## config.mk

```make
export PLATFORM = sky130hd
export DESIGN_NAME = arb_req_sequencer
export DESIGN_NICKNAME = d
export VERILOG_FILES = /design/src/rtl/arb_pkg.sv /design/src/rtl/arb_hold_timer.sv /design/src/rtl/arb_req_sequencer.sv
export SDC_FILE = /design/constraint.sdc
export NUM_CORES = 1
export LEC_CHECK = 0
export BUFFER_PORTS_ARGS = -buffer_cell sky130_fd_sc_hd__buf_2
export CORE_UTILIZATION = 45
export CTS_BUF_LIST = sky130_fd_sc_hd__clkbuf_4 sky130_fd_sc_hd__clkbuf_8 sky130_fd_sc_hd__clkbuf_16
export DETAILED_ROUTE_END_ITERATION = 6
export GPL_ROUTABILITY_DRIVEN = 0
export GPL_TIMING_DRIVEN = 1
export PLACE_DENSITY = 0.7
export SLEW_MARGIN = 20
export SYNTH_ARGS = -nofsm -noshare
export SYNTH_HDL_FRONTEND = slang
export SYNTH_SLANG_ARGS = --single-unit
```

## constraint.sdc

```tcl
create_clock -name i_clk -period 2.5 [get_ports i_clk]
set_input_delay 0.25 -clock i_clk [delete_from_list [all_inputs] [get_ports i_clk]]
set_output_delay 0.25 -clock i_clk [all_outputs]
set_load 0.01 [all_outputs]
```

## src/rtl/arb_pkg.sv

```systemverilog
// Shared definitions for the fixed-priority arbiter and its request sequencer.
//   N        : number of requesters
//   ID_W     : width of a requester index (clog2(N))
//   MAX_HOLD : default maximum BUSY cycles before a forced release
//   CNT_W    : hold counter width (MAX_HOLD < 2**CNT_W)
// Also provides the sequencer state type and one-hot helper functions.
package arb_pkg;

  localparam int unsigned N        = 8;
  localparam int unsigned ID_W     = 3;
  localparam int unsigned MAX_HOLD = 16;
  localparam int unsigned CNT_W    = 8;

  typedef enum logic [1:0] {
    IDLE  = 2'd0,
    GRANT = 2'd1,
    BUSY  = 2'd2
  } arb_state_e;

  // Index of the set bit; 0 for an all-zero vector.
  function automatic logic [ID_W-1:0] onehot_to_idx(input logic [N-1:0] oh);
    logic [ID_W-1:0] idx;
    idx = '0;
    for (int i = 0; i < N; i++) begin
      if (oh[i]) idx = idx | ID_W'(i);
    end
    return idx;
  endfunction

  function automatic logic is_onehot(input logic [N-1:0] oh);
    return (oh != '0) && ((oh & (oh - 1'b1)) == '0);
  endfunction

endpackage

```

## src/rtl/arb_hold_timer.sv

```systemverilog
// Hold timer for the request sequencer.
// Ports:
//   i_clk     : rising-edge clock
//   i_rst_n   : asynchronous active-low reset
//   i_clr     : synchronous clear (priority over enable)
//   i_en      : count enable
//   o_expired : high while the count equals MAX_HOLD-1
module arb_hold_timer #(
  parameter int unsigned MAX_HOLD = 16,
  parameter int unsigned CNT_W    = 8
) (
  input  logic i_clk,
  input  logic i_rst_n,
  input  logic i_clr,
  input  logic i_en,
  output logic o_expired
);

  logic [CNT_W-1:0] r_cnt;

  always_ff @(posedge i_clk or negedge i_rst_n) begin
    if (!i_rst_n) begin
      r_cnt <= '0;
    end else if (i_clr) begin
      r_cnt <= '0;
    end else if (i_en) begin
      r_cnt <= r_cnt + 1'b1;
    end
  end

  assign o_expired = (r_cnt == CNT_W'(MAX_HOLD - 1));

endmodule

```

## src/rtl/arb_req_sequencer.sv

```systemverilog
// Request sequencer wrapped around an external combinational fixed-priority arbiter.
// Captures request pulses into sticky pending bits, presents them to the arbiter,
// registers the winning one-hot grant and holds the resource until service completes
// or the hold timer forces a release.
// Ports:
//   i_clk, i_rst_n   : clock, asynchronous active-low reset
//   i_req_pulse      : per-client request pulses
//   o_arb_req        : pending vector to the arbiter
//   i_arb_gnt        : one-hot grant from the arbiter (used only in IDLE)
//   i_svc_done       : service-complete pulse from the owner
//   o_grant_valid    : one-cycle pulse when a grant is issued
//   o_grant_id       : index of the current owner
//   o_grant_onehot   : one-hot owner, zero in IDLE
//   o_busy           : resource owned (GRANT or BUSY)
//   o_timeout        : one-cycle pulse on forced release
//   o_overflow       : sticky, request pulse while already pending
//   o_gnt_err        : sticky, illegal grant seen with requests pending
module arb_req_sequencer #(
  parameter int unsigned N        = arb_pkg::N,
  parameter int unsigned ID_W     = arb_pkg::ID_W,
  parameter int unsigned MAX_HOLD = arb_pkg::MAX_HOLD,
  parameter int unsigned CNT_W    = arb_pkg::CNT_W
) (
  input  logic            i_clk,
  input  logic            i_rst_n,
  input  logic [N-1:0]    i_req_pulse,
  output logic [N-1:0]    o_arb_req,
  input  logic [N-1:0]    i_arb_gnt,
  input  logic            i_svc_done,
  output logic            o_grant_valid,
  output logic [ID_W-1:0] o_grant_id,
  output logic [N-1:0]    o_grant_onehot,
  output logic            o_busy,
  output logic            o_timeout,
  output logic [N-1:0]    o_overflow,
  output logic            o_gnt_err
);

  import arb_pkg::*;

  arb_state_e r_state, w_state_next;

  logic [N-1:0] r_pending;
  logic [N-1:0] r_owner;
  logic [N-1:0] r_overflow;
  logic         r_gnt_err;
  logic [N-1:0] w_clr;
  logic [N-1:0] w_owner_next;
  logic         w_gnt_err_set;
  logic         w_expired;
  logic         w_tmr_clr;
  logic         w_tmr_en;

  assign w_tmr_clr = (r_state == GRANT);
  assign w_tmr_en  = (r_state == BUSY);

  arb_hold_timer #(
    .MAX_HOLD (MAX_HOLD),
    .CNT_W    (CNT_W)
  ) u_hold_timer (
    .i_clk     (i_clk),
    .i_rst_n   (i_rst_n),
    .i_clr     (w_tmr_clr),
    .i_en      (w_tmr_en),
    .o_expired (w_expired)
  );

  always_comb begin
    w_state_next  = r_state;
    w_clr         = '0;
    w_owner_next  = r_owner;
    w_gnt_err_set = 1'b0;
    o_timeout     = 1'b0;
    unique case (r_state)
      IDLE: begin
        if (r_pending != '0) begin
          // Accept only a single grant bit that names a client actually pending.
          if (is_onehot(i_arb_gnt) && ((i_arb_gnt & ~r_pending) == '0)) begin
            w_clr        = i_arb_gnt;
            w_owner_next = i_arb_gnt;
            w_state_next = GRANT;
          end else begin
            w_gnt_err_set = 1'b1;
          end
        end
      end
      GRANT: begin
        w_state_next = BUSY;
      end
      BUSY: begin
        // Service completion beats a coincident expiry.
        if (i_svc_done) begin
          w_state_next = IDLE;
          w_owner_next = '0;
        end else if (w_expired) begin
          o_timeout    = 1'b1;
          w_state_next = IDLE;
          w_owner_next = '0;
        end
      end
      default: begin
        w_state_next = IDLE;
        w_owner_next = '0;
      end
    endcase
  end

  always_ff @(posedge i_clk or negedge i_rst_n) begin
    if (!i_rst_n) begin
      r_state    <= IDLE;
      r_pending  <= '0;
      r_owner    <= '0;
      r_overflow <= '0;
      r_gnt_err  <= 1'b0;
    end else begin
      r_state    <= w_state_next;
      // A new pulse wins over a same-cycle clear so no request is lost.
      r_pending  <= (r_pending & ~w_clr) | i_req_pulse;
      r_owner    <= w_owner_next;
      r_overflow <= r_overflow | (i_req_pulse & r_pending);
      r_gnt_err  <= r_gnt_err | w_gnt_err_set;
    end
  end

  assign o_arb_req      = r_pending;
  assign o_grant_valid  = (r_state == GRANT);
  assign o_busy         = (r_state == GRANT) || (r_state == BUSY);
  assign o_grant_onehot = r_owner;
  assign o_grant_id     = onehot_to_idx(r_owner);
  assign o_overflow     = r_overflow;
  assign o_gnt_err      = r_gnt_err;

endmodule

```

Yosys cells after proc, flatten, opt, wreduce, memory -nomap -nowiden --
Cells that the tools add are included.
Cells by class: add/subtract/negate cells 2, equality and inequality tests 6, muxes and demuxes 28, bitwise operators 10, reductions and logical operators 11
Operator list (count):
- 8-bit 2-to-1 mux | 9
- 8-bit AND | 4
- 8-bit one-hot mux with 3 select lines | 1
- 8-bit logical NOT | 2
- 8-bit NOT | 2
- 8-bit OR | 2
- 8-bit nonzero test | 2
- 2-bit 2-to-1 mux | 6
- 3-bit 2-to-1 mux | 4
- 8-bit by 1-bit adder with 8-bit output, second input constant | 1
- 8-bit by 4-bit equality test with 1-bit output, second input constant | 1
- 8-bit by 1-bit subtractor with 8-bit output, second input constant | 1
- 1-bit 2-to-1 mux | 7
- 2-bit one-hot mux with 3 select lines | 1
- 2-bit inequality test, second input constant | 2
- 4-bit AND reduction | 1
- 3-bit inequality test, second input constant | 1
- 3-bit AND reduction | 1
- 2-bit by 1-bit equality test with 1-bit output, second input constant | 1
- 2-bit equality test, second input constant | 1
- 1-bit logical AND | 2
- 2-bit logical NOT | 1
- 2-bit nonzero test | 1
- 1-bit logical OR | 1
- 2 further kinds | 2
Word-level totals: bits in registers 35, input bits 19, output and inout bits 31, word-level logic and storage cells 63

Longest topological paths before layout --
word-level depth 11, gate-level depth with buffers 7, gate-level depth less buffers 7

Cells and area by module --
A second synthesis with hierarchy kept.
Unflattened totals: cells, all modules 169, area, all modules 1750.4 µm²
By module, submodules not included:
- arb_req_sequencer | times used 1, cells an instance 130, area each 1356.3 µm², sequential area each 675.6 µm²
- arb_hold_timer | times used 1, cells an instance 39, area each 394.1 µm², sequential area each 200.2 µm²

Worst setup path after synthesis --
OpenSTA, ideal clock, no wires.
kind input-to-reg, start point in i_arb_gnt[3], end point reg r_state[1], library setup time 0.125 ns, arrival 1.854 ns, required time 2.375 ns, path slack 0.521 ns, stages on the path 6, buffers on the path 1, path through or4_1 o21ai_1 nand4_1 buf_2 o31a_1 mux2_4
On the way: longest elaborated chain between the ends 7, elaborated cells between the ends (all ways) 10, classes of those cells add/sub: 1; eq/ne: 1; bitwise: 2; reduce/logical: 6
RTL lines:
- from (decl) | line arb_req_sequencer.sv:28 | input logic [N-1:0] i_arb_gnt,
- 8-bit by 1-bit subtractor with 8-bit output | line arb_pkg.sv:31 | return (oh != '0) && ((oh & (oh - 1'b1)) == '0);
- 8-bit AND | line arb_pkg.sv:31
- 8-bit logical NOT | line arb_pkg.sv:31
- 1-bit logical AND | line arb_pkg.sv:31
- 1-bit logical AND (*) | line arb_req_sequencer.sv:78 | if (is_onehot(i_arb_gnt) && ((i_arb_gnt & ~r_pending) == '0)) begin
- 2-bit inequality test (no source line) (*)
- 3-bit AND reduction (no source line) (*)
- to (signal assigned) | line arb_req_sequencer.sv:116 | r_state <= w_state_next;
- to (decl) | line arb_req_sequencer.sv:41 | arb_state_e r_state, w_state_next;
Every way passes the cells marked *; elsewhere a longest branch is shown, timed or not. A chain may end at the register's enable or synchronous reset.

Worst setup path in the final report --
start point reg r_pending[7], in the netlist o_arb_req[7], end point reg r_state[1]
On the way: longest elaborated chain between the ends 6, elaborated cells between the ends (all ways) 8, classes of those cells eq/ne: 2; bitwise: 2; reduce/logical: 4
RTL lines:
- from (decl) | line arb_req_sequencer.sv:43 | logic [N-1:0] r_pending;
- from (signal assigned) | line arb_req_sequencer.sv:118 | r_pending <= (r_pending & ~w_clr) | i_req_pulse;
- 8-bit NOT | line arb_req_sequencer.sv:78
- 8-bit AND | line arb_req_sequencer.sv:78
- 8-bit logical NOT | line arb_req_sequencer.sv:78
- 1-bit logical AND | line arb_req_sequencer.sv:78
- 2-bit inequality test (no source line)
- 3-bit AND reduction (no source line) (*)
Marks and branches as above.

==> summary.txt <==
Synth Net Count - 200
1st-iter DRT viols - 136
Largest net degree at the start of global routing - 36
DR WL/cell - 13.6 µm
Core footprint - 3720 µm²
Power density over cell area - 930 nW/µm²
CP endpoint kind - flip-flop
VDD IR max - 580 µV
Placed Cells - 272
Final worst slack - 0.447 ns
CTS clk-pin slew, worst paths - 0.07 ns
Initial core utilization - 47.8%
Clk Latency, worst-skew pair - 0.29 ns
Max cap viols - 0
Clk pwr share - 19.2%
Combinational power share - 42.8%
First drt pass iteration count - 6
Post_cts resized - 0
Worst-Margin Slew - 0.892 ns
Overflow left after global routing - 0
Hold WC Path Type - input pin to async pin
Fmax achieved - 0.487 GHz
Setup Viol. Count Final - 0
Fin crit share - 82.1%
Status - completed
# fillers - 355
Final Instance Count excl. Fillers - 280
Area grow syn2layout - 22.1%
# DRC - 0
Worst Path Required - 2.68 ns
Root Driver - clkbuf_8
Post-CTS Hold Buffers - 0
Slew HR - 40.5%
Post-Synthesis Cells - 177
Ys flop type - dfrtp_1
H-tree Lvls - 2
Dpl hpwl - 2.89 mm
Peak fanout along the critical path - 7
Most frequent cells in the layout - 49 x buf_2, 35 x dfrtp_1, 21 x nand2_1
Global Route Usage Sum - 20.8%
Die area - 4200 µm²
Port bufs - 49
Net Switching - 0.000786 W
Syn_area_per_cell - 10.0 µm²
Die X - 64.8 µm
Clk buf depth - 2
Register area share after synthesis - 49.3%
YS warnings - 0
Leading cell type in the layout, fill and taps excluded - buf_2
Kind of critical path - flip-flop to flip-flop
Crit path arrival time - 2.23 ns
Drt via density - 5.42
Initial antenna violation count - 0
DRT Wirelength - 3.81 mm
Post-synth EDFFs - 0
CTS Buf Count - 5
Sequential power share - 38.0%
Share of cells above drive strength 1 - 29.3%
Power Internal - 0.00123 W
Final nets - 254
Fin crit period - 2.05 ns
Fin. max-slew vios - 0
Distinct cells, synth - 39
Die Ht - 64.8 µm
Sum of negative setup slack - 0 ns
Post-CTS setup buffers - 0
Ys async rst share - 100%
Detail Route Antenna Nets - 0
Lkg Pwr - 1.01 nW
Final hold slack - 0.0254 ns
IO Pins - 50
Switch share - 39.0%
Worst Setup Start Kind - flip-flop
Clk sinks - 35
First-pass GRT wire length - 6.58 mm
# diodes - 0
Unrepaired setup endpoints after global routing - false
Seq cells post-synth - 35
Clock skew - 0.00616 ns
TritonCTS clock tree - built
Rows - 22
Number of global-route vias before repair - 1479
Synthesized area - 1780 µm²
Hold Fails Final Rpt - 0
DR vias - 1518
Pre-CTS setup slack - 0.278 ns
==> area by class of cell <==
class | instances | area [µm²] | share of cell area (%)
clock buffer | 5 | 68.8 | 3.18
inverter | 14 | 52.6 | 2.42
sequential | 35 | 876 | 40.4
tap | 48 | 60.1 | 2.77
clock inverter | 3 | 15.0 | 0.693
multi-input combinational | 123 | 827 | 38.2
timing repair buffer | 52 | 268 | 12.4
==> worst paths after layout <==
path | from | to | depth (start not counted) | slack (ns)
max | o_arb_req[7]$_DFF_PN0_ | r_state[1]$_DFFE_PN0P_ | 6 | 0.45
min | i_rst_n | o_overflow[2]$_DFF_PN0_ | 1 | 0.03
max reg2reg | o_arb_req[7]$_DFF_PN0_ | r_state[1]$_DFFE_PN0P_ | 6 | 0.45
min reg2reg | o_overflow[2]$_DFF_PN0_ | o_overflow[2]$_DFF_PN0_ | 1 | 0.45
max in group asynchronous | i_rst_n | u_hold_timer.r_cnt[1]$_DFFE_PN0P_ | 1 | 1.98
min in group i_clk | i_req_pulse[3] | o_arb_req[3]$_DFF_PN0_ | 2 | 0.17
==> state kept, by name, indices dropped and copies added (netlist names) <==
register	cells
o_arb_req	8
o_gnt_err	1
o_grant_onehot	8
o_overflow	8
r_state	2
u_hold_timer.r_cnt	8
==> synth_stat cells (all sizes together) (5+ instances only) <==
library cell   n  share of area, %
nor2          11               2.3
nor4           9               4.0
a21o           8               3.4
dfrtp         35                49
nand2b         5               1.8
a21oi          7               2.0
mux2           5               3.4
inv           14               3.0
mux2i          8               4.5
nand2         21               4.4
==> kinds of logic (layout without fill, tap and decap cells) <==
group	count (synthesis)	in the layout	synth area share [%]
xor gates and xnor gates	2	2	0.987
DFF	35	35	49.3
buffers and inverters	19	74	4.09
AOI/OAI and AO/OA	38	38	14.7
and+or+nand+nor	66	66	20.2
muxes	13	13	7.89
adders and majority gates	4	4	2.82
==> per-layer routing <==
metal | wire (µm) | up-vias | track usage, %
met5 | 0 | - | 0
met2 | 1740 | 42 | 33.6
met1 | 1880 | 733 | 27.2
li1 | - | 739 | -
met4 | 36 | 0 | 5.00
met3 | 157 | 4 | 6.34
==> power by group through the flow <==
stage,Combinational [W],Sequential [W],Clock (W)
after floorplan,0.000596,0.000777,0
after global placement,0.000854,0.000775,0
after detailed placement,0.000867,0.000778,0
after CTS,0.000869,0.000767,0.000408
after global routing,0.000980,0.000786,0.000430
final,0.000862,0.000765,0.000387
==> worst max-delay path, stage by stage, from the launching register on <==
cell	delay (ns)
dfrtp_1	0.42
inv_1	0.06
a222oi_1	0.37
nand4_1	0.27
buf_4	0.24
o31a_1	0.29
mux2_4	0.29
==> stage by stage <==
stage | total power, W | utilization (%) | area, µm²
after floorplan | 0.00137 | - | 1780
after global placement | 0.00163 | 56.1 | 2080
after detailed placement | 0.00165 | 56.1 | 2080
after CTS | 0.00204 | 58.3 | 2170
after global routing | 0.00220 | 58.3 | 2170
final | 0.00201 | 58.3 | 2170
No activity file was read; power rests on OpenSTA's default activity.
